--- src/rtl/elevator_scheduler.sv ---
// elevator_scheduler: SCAN-style call scheduler that commands a NUM_FLOORS elevator car.
// Optional emergency-stop input is enabled by defining ESTOP_EN.
module elevator_scheduler #(
  parameter int NUM_FLOORS       = 5,
  parameter int FLOOR_W          = 3,
  parameter int DOOR_HOLD_CYCLES = 4
) (
  input  logic                  clk,
  input  logic                  rst,
  input  logic [NUM_FLOORS-1:0] call_req,
  input  logic [FLOOR_W-1:0]    car_floor,
  input  logic                  car_door,
`ifdef ESTOP_EN
  input  logic                  estop,
`endif
  output logic [1:0]            updown,
  output logic                  door_open,
  output logic [NUM_FLOORS-1:0] pending,
  output logic                  dir_up,
  output logic                  busy
);

  localparam int CNT_W = $clog2(DOOR_HOLD_CYCLES + 1);
  localparam logic [CNT_W-1:0] HOLD_LOAD = CNT_W'(DOOR_HOLD_CYCLES - 1);
  localparam logic [1:0] UD_STOP = 2'b00;
  localparam logic [1:0] UD_UP   = 2'b01;
  localparam logic [1:0] UD_DOWN = 2'b10;

  typedef enum logic [2:0] {IDLE, MOVE, OPEN_WAIT, HOLD, CLOSE_WAIT} state_t;

  state_t                state;
  logic [CNT_W-1:0]      hold_cnt;
  logic [NUM_FLOORS-1:0] floor_hot;
  logic [NUM_FLOORS-1:0] above;
  logic [NUM_FLOORS-1:0] below;
  logic                  floor_valid;
  logic                  here_pend;
  logic                  here_call;
  logic                  ahead;
  logic                  behind;

  // Floor masks relative to the car: the car's own floor, floors above it, floors below it.
  always_comb begin
    floor_hot = '0;
    above     = '0;
    below     = '0;
    for (int i = 0; i < NUM_FLOORS; i++) begin
      floor_hot[i] = (FLOOR_W'(i + 1) == car_floor);
      above[i]     = (FLOOR_W'(i + 1) > car_floor);
      below[i]     = (FLOOR_W'(i + 1) < car_floor);
    end
  end

  assign floor_valid = (car_floor != '0) && (car_floor <= FLOOR_W'(NUM_FLOORS));
  assign here_pend   = |(pending & floor_hot);
  assign here_call   = |(call_req & floor_hot);
  assign ahead       = dir_up ? |(pending & above) : |(pending & below);
  assign behind      = dir_up ? |(pending & below) : |(pending & above);
  assign busy        = (state != IDLE) || (pending != '0);

  always_ff @(posedge clk) begin
    if (rst) begin
      state     <= IDLE;
      updown    <= UD_STOP;
      door_open <= 1'b0;
      pending   <= '0;
      dir_up    <= 1'b1;
      hold_cnt  <= '0;
    end
`ifdef ESTOP_EN
    else if (estop) begin
      state     <= IDLE;
      updown    <= UD_STOP;
      door_open <= 1'b0;
      pending   <= '0;
    end
`endif
    else if (!floor_valid) begin
      // Unknown car position: freeze the sequence but keep collecting calls.
      updown    <= UD_STOP;
      door_open <= 1'b0;
      pending   <= pending | call_req;
    end else begin
      pending <= pending | call_req;
      case (state)
        IDLE: begin
          updown    <= UD_STOP;
          door_open <= 1'b0;
          if (here_pend) begin
            state     <= OPEN_WAIT;
            door_open <= 1'b1;
          end else if (!car_door && ahead) begin
            state  <= MOVE;
            updown <= dir_up ? UD_UP : UD_DOWN;
          end else if (!car_door && behind) begin
            state  <= MOVE;
            dir_up <= !dir_up;
            updown <= dir_up ? UD_DOWN : UD_UP;
          end
        end
        MOVE: begin
          door_open <= 1'b0;
          if (here_pend) begin
            state     <= OPEN_WAIT;
            updown    <= UD_STOP;
            door_open <= 1'b1;
          end else if (car_door || (dir_up && car_floor == FLOOR_W'(NUM_FLOORS)) ||
                       (!dir_up && car_floor == FLOOR_W'(1))) begin
            state  <= IDLE;
            updown <= UD_STOP;
          end else begin
            updown <= dir_up ? UD_UP : UD_DOWN;
          end
        end
        OPEN_WAIT: begin
          updown    <= UD_STOP;
          door_open <= 1'b1;
          if (car_door) begin
            state    <= HOLD;
            pending  <= (pending | call_req) & ~floor_hot;
            hold_cnt <= HOLD_LOAD;
          end
        end
        HOLD: begin
          // The door is already open here, so a same-floor call only extends the hold.
          updown    <= UD_STOP;
          door_open <= 1'b1;
          pending   <= pending | (call_req & ~floor_hot);
          if (here_call) begin
            hold_cnt <= HOLD_LOAD;
          end else if (hold_cnt == '0) begin
            state     <= CLOSE_WAIT;
            door_open <= 1'b0;
          end else begin
            hold_cnt <= hold_cnt - 1'b1;
          end
        end
        CLOSE_WAIT: begin
          updown    <= UD_STOP;
          door_open <= 1'b0;
          if (here_call) begin
            state     <= OPEN_WAIT;
            door_open <= 1'b1;
          end else if (!car_door) begin
            state <= IDLE;
          end
        end
        default: begin
          state     <= IDLE;
          updown    <= UD_STOP;
          door_open <= 1'b0;
        end
      endcase
    end
  end

endmodule
--- config.mk ---
export PLATFORM = sky130hd
export DESIGN_NAME = elevator_scheduler
export DESIGN_NICKNAME = d
export VERILOG_FILES = /design/src/rtl/elevator_scheduler.sv
export SDC_FILE = /design/constraint.sdc
export NUM_CORES = 1
export LEC_CHECK = 0
export ABC_CLOCK_PERIOD_IN_PS = 2600
export CORE_ASPECT_RATIO = 0.7
export CORE_MARGIN = 1.5
export CORE_UTILIZATION = 47
export DETAILED_ROUTE_END_ITERATION = 6
export PLACE_DENSITY = 0.84
export SLEW_MARGIN = 20
export SYNTH_ARGS = -nofsm -noshare
export SYNTH_HDL_FRONTEND = slang
export SYNTH_SLANG_ARGS = --single-unit
--- constraint.sdc ---
create_clock -name clk -period 2.6 [get_ports clk]
set_input_delay 0.52 -clock clk [delete_from_list [all_inputs] [get_ports clk]]
set_output_delay 0.52 -clock clk [all_outputs]
set_load 0.1 [all_outputs]
# Yosys cells after proc, flatten, opt, wreduce, memory -nomap -nowiden
# Cells that the tools add are included.
[word_totals]
out_inout_bits = 10
elab_cells = 105
register_bits = 15
inputBits = 11
[classes]
reduce_logical = 25
bitwise_logic = 12
n_eq_ne = 18
muxes = 32
n_addsub = 1
n_lt_le_gt_ge = 11
[ops]
columns = ["op", "n"]
rows = [
  ["3-bit 2-to-1 mux", 12],
  ["5-bit bitwise AND", 6],
  ["5-bit OR reduction", 4],
  ["3-bit one-hot mux with 5 select lines", 1],
  ["2-bit 2-to-1 mux", 7],
  ["5-bit 2-to-1 mux", 2],
  ["5-bit OR", 2],
  ["5-bit one-hot mux with 2 select lines", 1],
  ["3-bit != test, second input constant", 3],
  ["7-bit AND reduction", 1],
  ["2-bit by 3-bit equality test with 1-bit output, first input constant", 2],
  ["3-bit by 1-bit equality test with 1-bit output, second input constant", 2],
  ["3-bit by 2-bit equality test with 1-bit output, second input constant", 2],
  ["3-bit equality test, first input constant", 2],
  ["3-bit equality test, second input constant", 2],
  ["2-bit by 3-bit > comparator with 1-bit output, first input constant", 2],
  ["3-bit > comparator, first input constant", 2],
  ["3-bit logical NOT", 2],
  ["2-bit by 3-bit < comparator with 1-bit output, first input constant", 2],
  ["3-bit < comparator, first input constant", 2],
  ["1-bit 2-to-1 mux", 6],
  ["2-bit != test, second input constant", 3],
  ["3-bit one-hot mux with 2 select lines", 1],
  ["3-bit nonzero test", 2],
  ["18 further kinds", 28],
]

# Depth between registers and ports, before layout
# Gate-level depths: netlist (run 1).
[depth]
ltp_word = 9
depth_mapped = 8

# Least setup slack after synthesis (run 1)
# OpenSTA, ideal clock, no wires.
[synth_timing]
kind = "reg-to-output"
from = "reg pending[3]"
to = "out busy"
t_arrival_ns = 1.942
stages_incl_launch_ff = 3
setup_slack_ns = 0.138
t_required_ns = 2.080
cell_sequence = "dfxtp_1 -> nor2_1 -> nand3_1"
[synth_between]
elab_chain_cells = 2
[synth_lines]
columns = ["item", "line", "rtl"]
rows = [
  ["start, declared", "18", "output logic [NUM_FLOORS-1:0] pending,"],
  ["start signal, assigned", "82", "pending <= pending | call_req;"],
  ["start signal, assigned", "84", "pending <= pending | call_req;"],
  ["start signal, assigned", "120", "pending <= (pending | call_req) & ~floor_hot;"],
  ["5-bit nonzero test", "59", "assign busy = (state != IDLE) || (pending != '0);"],
  ["1-bit logical OR", "59", ""],
  ["end, declared", "20", "output logic busy"],
]
# Every way passes these cells.

# Final worst setup path (run 1)
[layout_timing]
from = "in car_floor[1]"
to = "reg state[1]"
[layout_between]
elab_chain_cells = 8
[layout_lines]
columns = ["item", "line", "rtl"]
rows = [
  ["start, declared", "11", "input logic [FLOOR_W-1:0] car_floor,"],
  ["1-bit by 3-bit < comparator with 1-bit output (tied with other cells)", "50", "below[i] = (FLOOR_W'(i + 1) < car_floor);"],
  ["5-bit bitwise AND", "57, 58", ""],
  ["5-bit OR reduction", "57, 58", ""],
  ["1-bit 2-to-1 mux", "57", "assign ahead = dir_up ? |(pending & above) : |(pending & below);"],
  ["1-bit logical AND", "92", "end else if (!car_door && ahead) begin"],
  ["3-bit 2-to-1 mux", "92", ""],
  ["3-bit 2-to-1 mux", "89", "if (here_pend) begin"],
  ["3-bit one-hot mux with 5 select lines", "85", "case (state)"],
  ["end signal, assigned", "90", "state <= OPEN_WAIT;"],
  ["end signal, assigned", "93", "state <= MOVE;"],
  ["end signal, assigned", "96", "state <= MOVE;"],
  ["end, declared", "31", "state_t state;"],
]
# Several ways; a longest one is shown, not always the timed one.
# A chain may end at the register's enable or synchronous reset.

==> summary.txt, run 1 <==
status: completed
Switch Pwr: 0.345 mW
pre-CTS setup slack: -186 ps
Least-Margin Pin Slew: 544 ps
All-Layer GR Usage: 26.7%
P_leak: 0.588 nW
CTS max path bufs: 2
sw frac: 43.8%
storage element area: 300 um2
PwrDens: 540 nW/um2
Avg Cell Area, Syn: 7.99 um2
Final ANT Viol Nets: 0
Area growth, synth to finish: 30.4%
starting density of the core: 50.7%
RSZ-0062 raised after global routing: false
H-tree depth: 1
Post-CTS Hold Buffers: 0
headroom to the max-slew limit: 63.7%
diodes inserted: 0
max-slew violation count: 0
CP dominant cell by count: o211ai_1
die extent in x: 61.3 um
GP Congestion: 0.962
Avg WL per Cell: 15.7 um
port bufs: 20
Power Total: 0.788 mW
total negative slack: 0 ps
Final Setup Violations: 0
Max stage delay on crit path: 540 ps
data arrival time of the worst path: 2520 ps
Multi-input gate area: 746 um2
routed metal-1 wire length: 1.46 mm
# Post-CTS Setup Buffers: 0
sequential area share after synthesis: 26.8%
worst-path maximum fanout: 7
library cells used by synthesis: 45
maximum vdd ir drop: 0.259 mV
Worst-Skew Late Latency: 300 ps
Final WS setup: 270 ps
crit path buf inv count: 1
hold crit path type: reg -> reg
Async S/R FF share, synth: 0%
Reg power frac: 36.7%
share of layout cells above drive strength 1: 24.0%
GRT overflow: 0
vias per inst: 5.99
cells after synthesis: 140
Detailed Routing Iterations Pass 1: 4
final wirelength: 3.24 mm
Worst path slowest cell: clkdlybuf4s50_1
kind of critical path: in -> reg
fin crit period: 2330 ps
Clk pwr share: 17.7%
synthesized area: 1120 um2
Worst Setup Start Kind: input pin
Worst EP required: 2790 ps
Clock Skew: 8.41 ps
die area: 2690 um2
root buffer cell: clkbuf_4
f_max: 0.429 GHz
cts bufs inserted: 3
global-route wire length before repair: 5.19 mm
vias in the first global route: 1,097
Final nets: 189
Most used DFF post-synth: dfxtp_1
Fillers: 210
crit-path cells: clkdlybuf4s50_1 > and2b_4 > a221oi_4 > o211ai_1 > o211ai_1 > o21bai_1 > mux2_2
Core Region: 2210 um2
cell row count: 14
initial antenna violation count: 0
1st-iter DRT viols: 88
clk sinks: 15
dpl hpwl: 2.47 mm
Setup crit end kind: flip-flop
met2 wire length: 1.43 mm
number of enable flip-flop cells after synthesis: 0
Max Cap Viol: 0
DR vias: 1,240
largest net degree at the start of global routing: 14
Internal Power: 0.443 mW
met3 wire len: 320 um
Top delay family on crit path: compound AO/OA/AOI/OAI gates
#FFs+latches synth: 15
CTS clk-pin slew, worst paths: 90 ps
CTS tree: yes
Final Hold Vio Count: 0
IO Pins: 21
yosys warns: 0
Synthesized Nets: 153
cts repair resizes: 0
die outline height: 43.8 um
Tcrit/Tclk final: 89.6%
Highest Signal Layer: met4
drt drc: 0
Comb power frac: 45.6%
worst register-to-register path, stage by stage, from the launching register on:
cell	delay, ps
dfxtp_1	670
inv_1	200
a311oi_1	240
o211ai_1	160
o211ai_1	160
o21bai_1	160
mux2_2	350
flip-flops by register name (all words and copies together), names as in the netlist:
name       flops
pending        5
hold_cnt       3
state          3
updown         2
dir_up         1
door_open      1
path summary, 6_finish.rpt:
path                             from  depth (start not counted)  slack [ps]                  endpoint
min          hold_cnt[2]$_SDFFE_PP0P_                          2         480  hold_cnt[2]$_SDFFE_PP0P_
max                      car_floor[1]                          7         270     state[1]$_SDFFE_PP0P_
max reg2reg     state[0]$_SDFFE_PP0P_                          6         560     state[1]$_SDFFE_PP0P_
min reg2reg  hold_cnt[2]$_SDFFE_PP0P_                          2         480  hold_cnt[2]$_SDFFE_PP0P_
power groups by stage:
stage / sequential, mW / clock, mW / combinational (mW)
floorplan: 0.360 / 0 / 0.177
global placement: 0.291 / 0 / 0.345
detailed placement: 0.294 / 0 / 0.355
CTS: 0.288 / 0.146 / 0.357
global route: 0.293 / 0.158 / 0.381
finish: 0.289 / 0.140 / 0.359
through the flow:
step                      utilization (%)  std cells  cell area [um2]  hold WS [ps]
after floorplan                         -        140             1120           446
after global placement               64.8        203             1430           455
after detailed placement             64.8        203             1430           463
after CTS                            66.0        207             1460           480
after global routing                 66.1        207             1460           519
final                                66.1        207             1460           482
Yosys cell counts, types with 2 or more instances:
cell | instances | share of area, %
a221oi_1 | 2 | 1.6
nor2_1 | 14 | 4.7
or2_2 | 2 | 1.1
nand3_1 | 3 | 1.3
ha_1 | 2 | 2.2
a21oi_1 | 12 | 5.4
a311oi_1 | 6 | 4.7
a221oi_4 | 2 | 4.7
inv_1 | 9 | 3.0
o211ai_1 | 2 | 1.3
buf_2 | 4 | 1.8
dfxtp_1 | 15 | 27
a21o_1 | 4 | 2.7
a211oi_1 | 2 | 1.3
o21ai_0 | 5 | 2.2
mux2i_1 | 2 | 1.8
nand2_1 | 14 | 4.7
nand2b_1 | 4 | 2.2
nor2b_1 | 3 | 1.7
nor3_1 | 8 | 3.6
final cells by class:
cell class	count	area share, %
multi-input cells	109	51.1
repair buffers	38	21.4
flip-flops and latches	15	20.6
well taps	32	2.74
inverters	9	2.32
clock buffers	4	1.80
routing by layer:
metal  vias to the layer above  track usage, %
li1                        588               -
met1                       583            37.7
met2                        62            40.2
met3                         7            6.87
met4                         0            6.96
met5                         -               0
placed cells by master (no fill, tap or decap), drive strengths merged, types with 4 or more instances in the layout:
cell           netlist  final
o21ai                7      7
inv                  9      9
nand2b               4      4
buf                  6     28
dfxtp               15     15
nor2                14     14
nor3                 8      8
clkdlybuf4s50        0      9
a21oi               12     12
a221oi               4      4
a21o                 4      4
a311oi               6      6
nand2               14     14
clkbuf               1      4
logic make-up after synthesis:
family	after synthesis	share of synthesized area, %
compound gates	46	34.2
fa+ha+maj	2	2.24
simple gates	56	25.3
flops	15	26.8
xor+xnor	1	0.783
buf+inv	16	6.49
mux	4	4.14
(Power assumes the default switching activity.)
==> run 2, diff against run 1 <==
CAP_MARGIN = 5   (was default)
CELL_PAD_IN_SITES_DETAIL_PLACEMENT = 0   (was default)
CELL_PAD_IN_SITES_GLOBAL_PLACEMENT = 1   (was default)
CORE_UTILIZATION = 37   (was 47)
PLACE_DENSITY = 0.88   (was 0.84)
==> run 2 against run 1 <==
Sequential share of layout area down 0.30 points. Clock-buffer cell count unchanged. Die area up 25%. Clock skew is 7.5 ps lower. Final cell count increased by 1.9%. Register-to-register slack improved by 30 ps. Critical endpoint is now state[2]$_SDFFE_PP0P_. Largest cell class unchanged.
==> summary.txt, run 2 (same netlist as run 1, synthesis figures left out) <==
status: completed
global-route wire length before repair: 5.00 mm (-3.6%)
pre-CTS setup slack: -133 ps (+53.2 ps)
Final ANT Viol Nets: 0 (unchanged)
starting density of the core: 39.3% (-11 points)
CP Depth: 8 (+1)
RSZ-0062 raised after global routing: true
Top delay family on crit path: buffers and inverters
f_max: 0.398 GHz (-7.4%)
Setup crit end kind: flip-flop
final wirelength: 2.94 mm (-9.5%)
Final nets: 189 (unchanged)
Worst EP required: 2780 ps (about the same)
vias in the first global route: 1,121 (+2.2%)
Post-CTS Hold Buffers: 0 (unchanged)
Area growth, synth to finish: 32.3%
R2R cell count: 6 (unchanged)
worst r2r src: state[0]$_SDFFE_PP0P_
FF-to-FF setup slack: 590 ps (+30 ps)
share of layout cells above drive strength 1: 24.0% (unchanged)
die extent in x: 68.7 um (+12%)
post-layout util: 52.1% (-14 points)
Largest Register: pending
initial antenna violation count: 0 (unchanged)
CTS tree: yes
hold slack: 467 ps (-14.4 ps)
Least-Margin Pin Slew: 491 ps (-52.3 ps)
worst-path maximum fanout: 8 (+1)
GRT overflow: 0 (unchanged)
commonest non-fill, non-tap cell in the layout: buf_4
Finished Cell Area: 1480 um2 (+1.5%)
max-slew violation count: 0 (unchanged)
critical path startpoint: car_floor[2]
die outline height: 49 um (+12%)
All-Layer GR Usage: 19.3% (-7.4 points)
Detailed Routing Iterations Pass 1: 4 (unchanged)
CTS clk-pin slew, worst paths: 60 ps (-30 ps)
largest net degree at the start of global routing: 14 (unchanged)
data arrival time of the worst path: 2690 ps (+170 ps)
P_leak: 0.586 nW (-0.43%)
crit path buf inv count: 2 (+1)
IO Pins: 21 (unchanged)
clk sinks: 15 (unchanged)
root buffer cell: clkbuf_8
Core Region: 2840 um2 (+29%)
diodes inserted: 0 (unchanged)
port bufs: 20 (unchanged)
Worst Setup Start Kind: input pin
Max stage delay on crit path: 660 ps (+120 ps)
crit-path cells: clkdlybuf4s50_1 > mux2i_1 > a211oi_2 > nor3b_2 > o211ai_1 > buf_4 > or2_2 > a21oi_1
Clock Skew: 0.908 ps (-7.50 ps)
DR vias: 1,155 (-6.9%)
Largest regs: pending x5, hold_cnt x3, state x3
Fillers: 274 (+30%)
PwrDens: 565 nW/um2 (+4.6%)
1st-iter DRT viols: 81 (-8.0%)
Final Hold Vio Count: 0 (unchanged)
CTS max path bufs: 2 (unchanged)
vias per inst: 5.47 (-8.6%)
Worst-Skew Late Latency: 240 ps (-60 ps)
headroom to the max-slew limit: 67.2% (+3.5 points)
cts bufs inserted: 3 (unchanged)
crit path to: state[2]$_SDFFE_PP0P_
maximum vdd ir drop: 0.278 mV (+7.5%)
drt drc: 0 (unchanged)
kind of critical path: in -> reg
commonest cells after routing, fill and taps aside: buf_4, dfxtp_1, nor2_1, nand2_1, a21oi_1
worst hold start: hold_cnt[2]$_SDFFE_PP0P_
hold crit path type: reg -> reg
Worst path slowest cell: clkdlybuf4s50_1
Tcrit/Tclk final: 96.7% (+7.1 points)
Worst R2R End: state[1]$_SDFFE_PP0P_
Final WS setup: 84.8 ps (-185 ps)
Largest register FFs: 5 (unchanged)
GP Congestion: 0.884 (-8.1%)
dpl cell area: 1440 um2 (+0.35%)
Avg WL per Cell: 13.9 um (-11%)
dpl hpwl: 2.32 mm (-6.3%)
Max Cap Viol: 0 (unchanged)
cell row count: 16 (+2)
die area: 3370 um2 (+25%)
H-tree depth: 1 (unchanged)
Final Setup Violations: 0 (unchanged)
fin crit period: 2520 ps (+185 ps)
-- run 2: changes by cell type in the layout (fill, tap and decap cells not counted) --
| cell | before | now |
|---|---|---|
| clkbuf_8 | 0 | 3 |
| clkdlybuf4s50_1 | 9 | 10 |
| dlymetal6s2s_1 | 1 | 0 |
| clkbuf_4 | 3 | 0 |
-- run 2: tightest hold or removal path, delay by kind of cell (launching register included) --
family | cells | cell delay [ps]
simple gates | 1 | 60
flops | 1 | 310
compound gates | 1 | 50
-- run 2: layout make-up --
type	instances	area (um2)	area share (%)
multi-input cells	109	746	50.4
clock buffers	4	45.0	3.04
repair buffers	38	310	21.0
flip-flops and latches	15	300	20.3
inverters	9	33.8	2.28
well taps	36	45.0	3.04
-- run 2: worst min-delay path by stage --
stage | cells past startpoint | to | slack [ps]
after CTS | 2 | hold_cnt[2]$_SDFFE_PP0P_ | 470
after global routing | 2 | hold_cnt[2]$_SDFFE_PP0P_ | 490
final | 2 | hold_cnt[2]$_SDFFE_PP0P_ | 470
after floorplan | 2 | hold_cnt[2]$_SDFFE_PP0P_ | 450
after global placement | 2 | hold_cnt[2]$_SDFFE_PP0P_ | 450
after detailed placement | 2 | hold_cnt[2]$_SDFFE_PP0P_ | 470
-- run 2: timing repair --
item                                    CTS  global route
endpoints found under the setup margin    0             2
setup buffers                             0             0
gates resized for setup                   0             0
-- run 2: stage by stage --
stage	instances	setup TNS [ps]	total power, mW
floorplan	140	0	0.536
global placement	207	-511	0.643
CTS	211	0	0.840
global route	211	-42.2	0.891
detailed placement	207	-717	0.648
finish	211	0	0.836
-- run 2: layer usage --
layer	global-route usage (%)	wire length (um)	up-vias
met5	0	0	-
met3	5.31	208	2
met4	3.92	19	0
li1	-	-	584
met2	28.7	1220	29
met1	27.7	1490	540
-- run 2: where the power goes --
part / internal (mW) / switching [mW]
Sequential: 0.250 / 0.0382
Combinational: 0.136 / 0.221
Clock: 0.108 / 0.0827
==> run 3, diff against run 2 <==
--- a/constraint.sdc
+++ b/constraint.sdc
@@ -3,2 +3,2 @@
 set_output_delay 0.52 -clock clk [all_outputs]
-set_load 0.1 [all_outputs]
+set_load 0.02 [all_outputs]
==> run 3 against run 2 <==
Core utilization is 1.3 points higher. Clock power barely moved. Critical path depth is the same. Via count increased by 4.4%. Sequential share of layout area down 0.49 points. Worst hold slack got worse by 1.1 ps. Sequential power about the same. First-iteration DRC count increased by 25%. Clock skew rose by 4.0 ps. Final cell count unchanged. Register-to-register slack better by 20 ps. Cell area up 2.5%. Largest power group unchanged.
==> summary.txt, run 3 (same netlist as run 1, synthesis figures left out) <==
share of layout cells above drive strength 1: 18.9% (-5.1 points)
Switch Pwr: 0.267 mW (-22%)
Reg power frac: 37.4% (+2.9 points)
port bufs: 20 (unchanged)
cell row count: 16 (unchanged)
R2R cell count: 6 (unchanged)
kind of critical path: in -> reg
Max stage delay on crit path: 520 ps (-140 ps)
Final WS setup: 245 ps (+160 ps)
starting density of the core: 39.3% (unchanged)
hold crit path type: reg -> reg
Worst EP required: 2750 ps (-30 ps)
PwrDens: 508 nW/um2 (-10%)
P_leak: 0.585 nW (about the same)
Worst Setup Start Kind: input pin
max-slew violation count: 0 (unchanged)
hold slack: 466 ps (-1.13 ps)
crit-path cells: clkdlybuf4s50_1 > and2b_4 > a221oi_4 > o21ai_2 > buf_4 > o41ai_1 > nand2_1 > a21o_1
DR vias: 1,206 (+4.4%)
commonest cells after routing, fill and taps aside: clkdlybuf4s50_1, buf_4, dfxtp_1
vias in the first global route: 1,118 (-0.27%)
Largest Register: pending
Internal Power: 0.503 mW (+1.6%)
commonest non-fill, non-tap cell in the layout: clkdlybuf4s50_1
Core Region: 2840 um2 (unchanged)
RSZ-0062 raised after global routing: false
die area: 3370 um2 (unchanged)
Max Cap Viol: 0 (unchanged)
All-Layer GR Usage: 19.8% (+0.55 points)
Finished Cell Area: 1520 um2 (+2.5%)
Setup crit end kind: flip-flop
final wirelength: 3.02 mm (+2.8%)
dpl hpwl: 2.35 mm (+1.6%)
CTS tree: yes
Worst-Skew Late Latency: 250 ps (about the same)
Largest regs: pending x5, hold_cnt x3, state x3
status: completed
worst r2r src: state[0]$_SDFFE_PP0P_
drt drc: 0 (unchanged)
clk sinks: 15 (unchanged)
Avg WL per Cell: 14.3 um (+2.8%)
GRT overflow: 0 (unchanged)
sw frac: 34.7% (-6.1 points)
Final nets: 189 (unchanged)
Worst path slowest cell: clkdlybuf4s50_1
Least-Margin Pin Slew: 503 ps (+11.4 ps)
Largest register FFs: 5 (unchanged)
Area growth, synth to finish: 35.6%
Final ANT Viol Nets: 0 (unchanged)
Worst R2R End: state[1]$_SDFFE_PP0P_
fin crit period: 2350 ps (-160 ps)
Final Setup Violations: 0 (unchanged)
GP Congestion: 0.894 (+1.2%)
worst hold start: hold_cnt[2]$_SDFFE_PP0P_
f_max: 0.425 GHz (+6.8%)
FF-to-FF setup slack: 610 ps (+20 ps)
root buffer cell: clkbuf_8
post-layout util: 53.3% (+1.3 points)
Power Total: 0.770 mW (-7.9%)
largest net degree at the start of global routing: 14 (unchanged)
vias per inst: 5.72 (+4.4%)
Comb power frac: 37.7% (-5.0 points)
CTS clk-pin slew, worst paths: 60 ps (about the same)
headroom to the max-slew limit: 66.4% (-0.76 points)
IO Pins: 21 (unchanged)
pre-CTS setup slack: -149 ps (-16.6 ps)
Clk pwr share: 24.9% (+2.1 points)
total negative slack: 0 ps (unchanged)
global-route wire length before repair: 5.18 mm (+3.6%)
data arrival time of the worst path: 2500 ps (-190 ps)
initial antenna violation count: 0 (unchanged)
CTS max path bufs: 2 (unchanged)
die extent in x: 68.7 um (unchanged)
Non-Filler Instances: 211 (unchanged)
worst hold endpoint: hold_cnt[2]$_SDFFE_PP0P_
diodes inserted: 0 (unchanged)
cell total after placement: 207 (unchanged)
H-tree depth: 1 (unchanged)
1st-iter DRT viols: 101 (+25%)
Final Hold Vio Count: 0 (unchanged)
Tcrit/Tclk final: 90.6% (-6.2 points)
die outline height: 49 um (unchanged)
worst-path maximum fanout: 6 (-2)
cts bufs inserted: 3 (unchanged)
Clock Skew: 4.88 ps (+3.97 ps)
dpl cell area: 1460 um2 (+1.7%)
Detailed Routing Iterations Pass 1: 4 (unchanged)
Fillers: 281 (+2.6%)
hold path depth: 2 (unchanged)
maximum vdd ir drop: 0.219 mV (-21%)
-- run 3: changes by cell type in the layout (fill, tap and decap cells not counted), sizes merged --
cell and delta:
dlymetal6s2s +1, clkdlybuf4s50 +9, buf -10
-- run 3: worst max path at each step --
| stage | startpoint | to | slack [ps] |
|---|---|---|---|
| finish | car_floor[1] | dir_up$_SDFFE_PP1P_ | 250 |
| global route | car_floor[1] | hold_cnt[1]$_SDFFE_PP0P_ | 90 |
| CTS | car_floor[2] | state[2]$_SDFFE_PP0P_ | 90 |
| detailed placement | car_floor[2] | dir_up$_SDFFE_PP1P_ | -150 |
| global placement | car_floor[2] | updown[1]$_SDFF_PP0_ | -100 |
| floorplan | car_floor[1] | state[1]$_SDFFE_PP0P_ | 460 |
-- run 3: power groups by stage --
| stage | clock [mW] | sequential, mW | combinational [mW] |
|---|---|---|---|
| after floorplan | 0 | 0.291 | 0.167 |
| after global placement | 0 | 0.292 | 0.278 |
| after detailed placement | 0 | 0.293 | 0.284 |
| after CTS | 0.198 | 0.288 | 0.286 |
| after global routing | 0.210 | 0.293 | 0.318 |
| final | 0.192 | 0.288 | 0.290 |
-- run 3: routing by layer --
layer | up-vias | GRT usage [%] | routed length (um)
li1 | 589 | - | -
met1 | 575 | 29.7 | 1480
met2 | 38 | 28.7 | 1300
met3 | 4 | 4.85 | 217
met4 | 0 | 3.92 | 20
met5 | - | 0 | 0
-- run 3: repair_timing --
action	4_1_cts	5_1_grt
resized for setup	0	3
hold buffers	0	0
setup buffers	0	0
setup endpoints to repair	0	6
-- run 3: layout make-up --
| type | count | area, um2 | area share (%) |
|---|---|---|---|
| clock buffer | 4 | 45.0 | 2.97 |
| inverter | 9 | 33.8 | 2.23 |
| multi-input combinational | 109 | 754 | 49.8 |
| sequential | 15 | 300 | 19.8 |
| tap | 36 | 45.0 | 2.97 |
| timing repair buffer | 38 | 338 | 22.3 |
-- run 3: worst max-delay path, delay by kind of cell --
kind	cells	cell delay (ps)
buffers and inverters	2	690
and+or+nand+nor	2	350
AOI/OAI and AO/OA	4	940
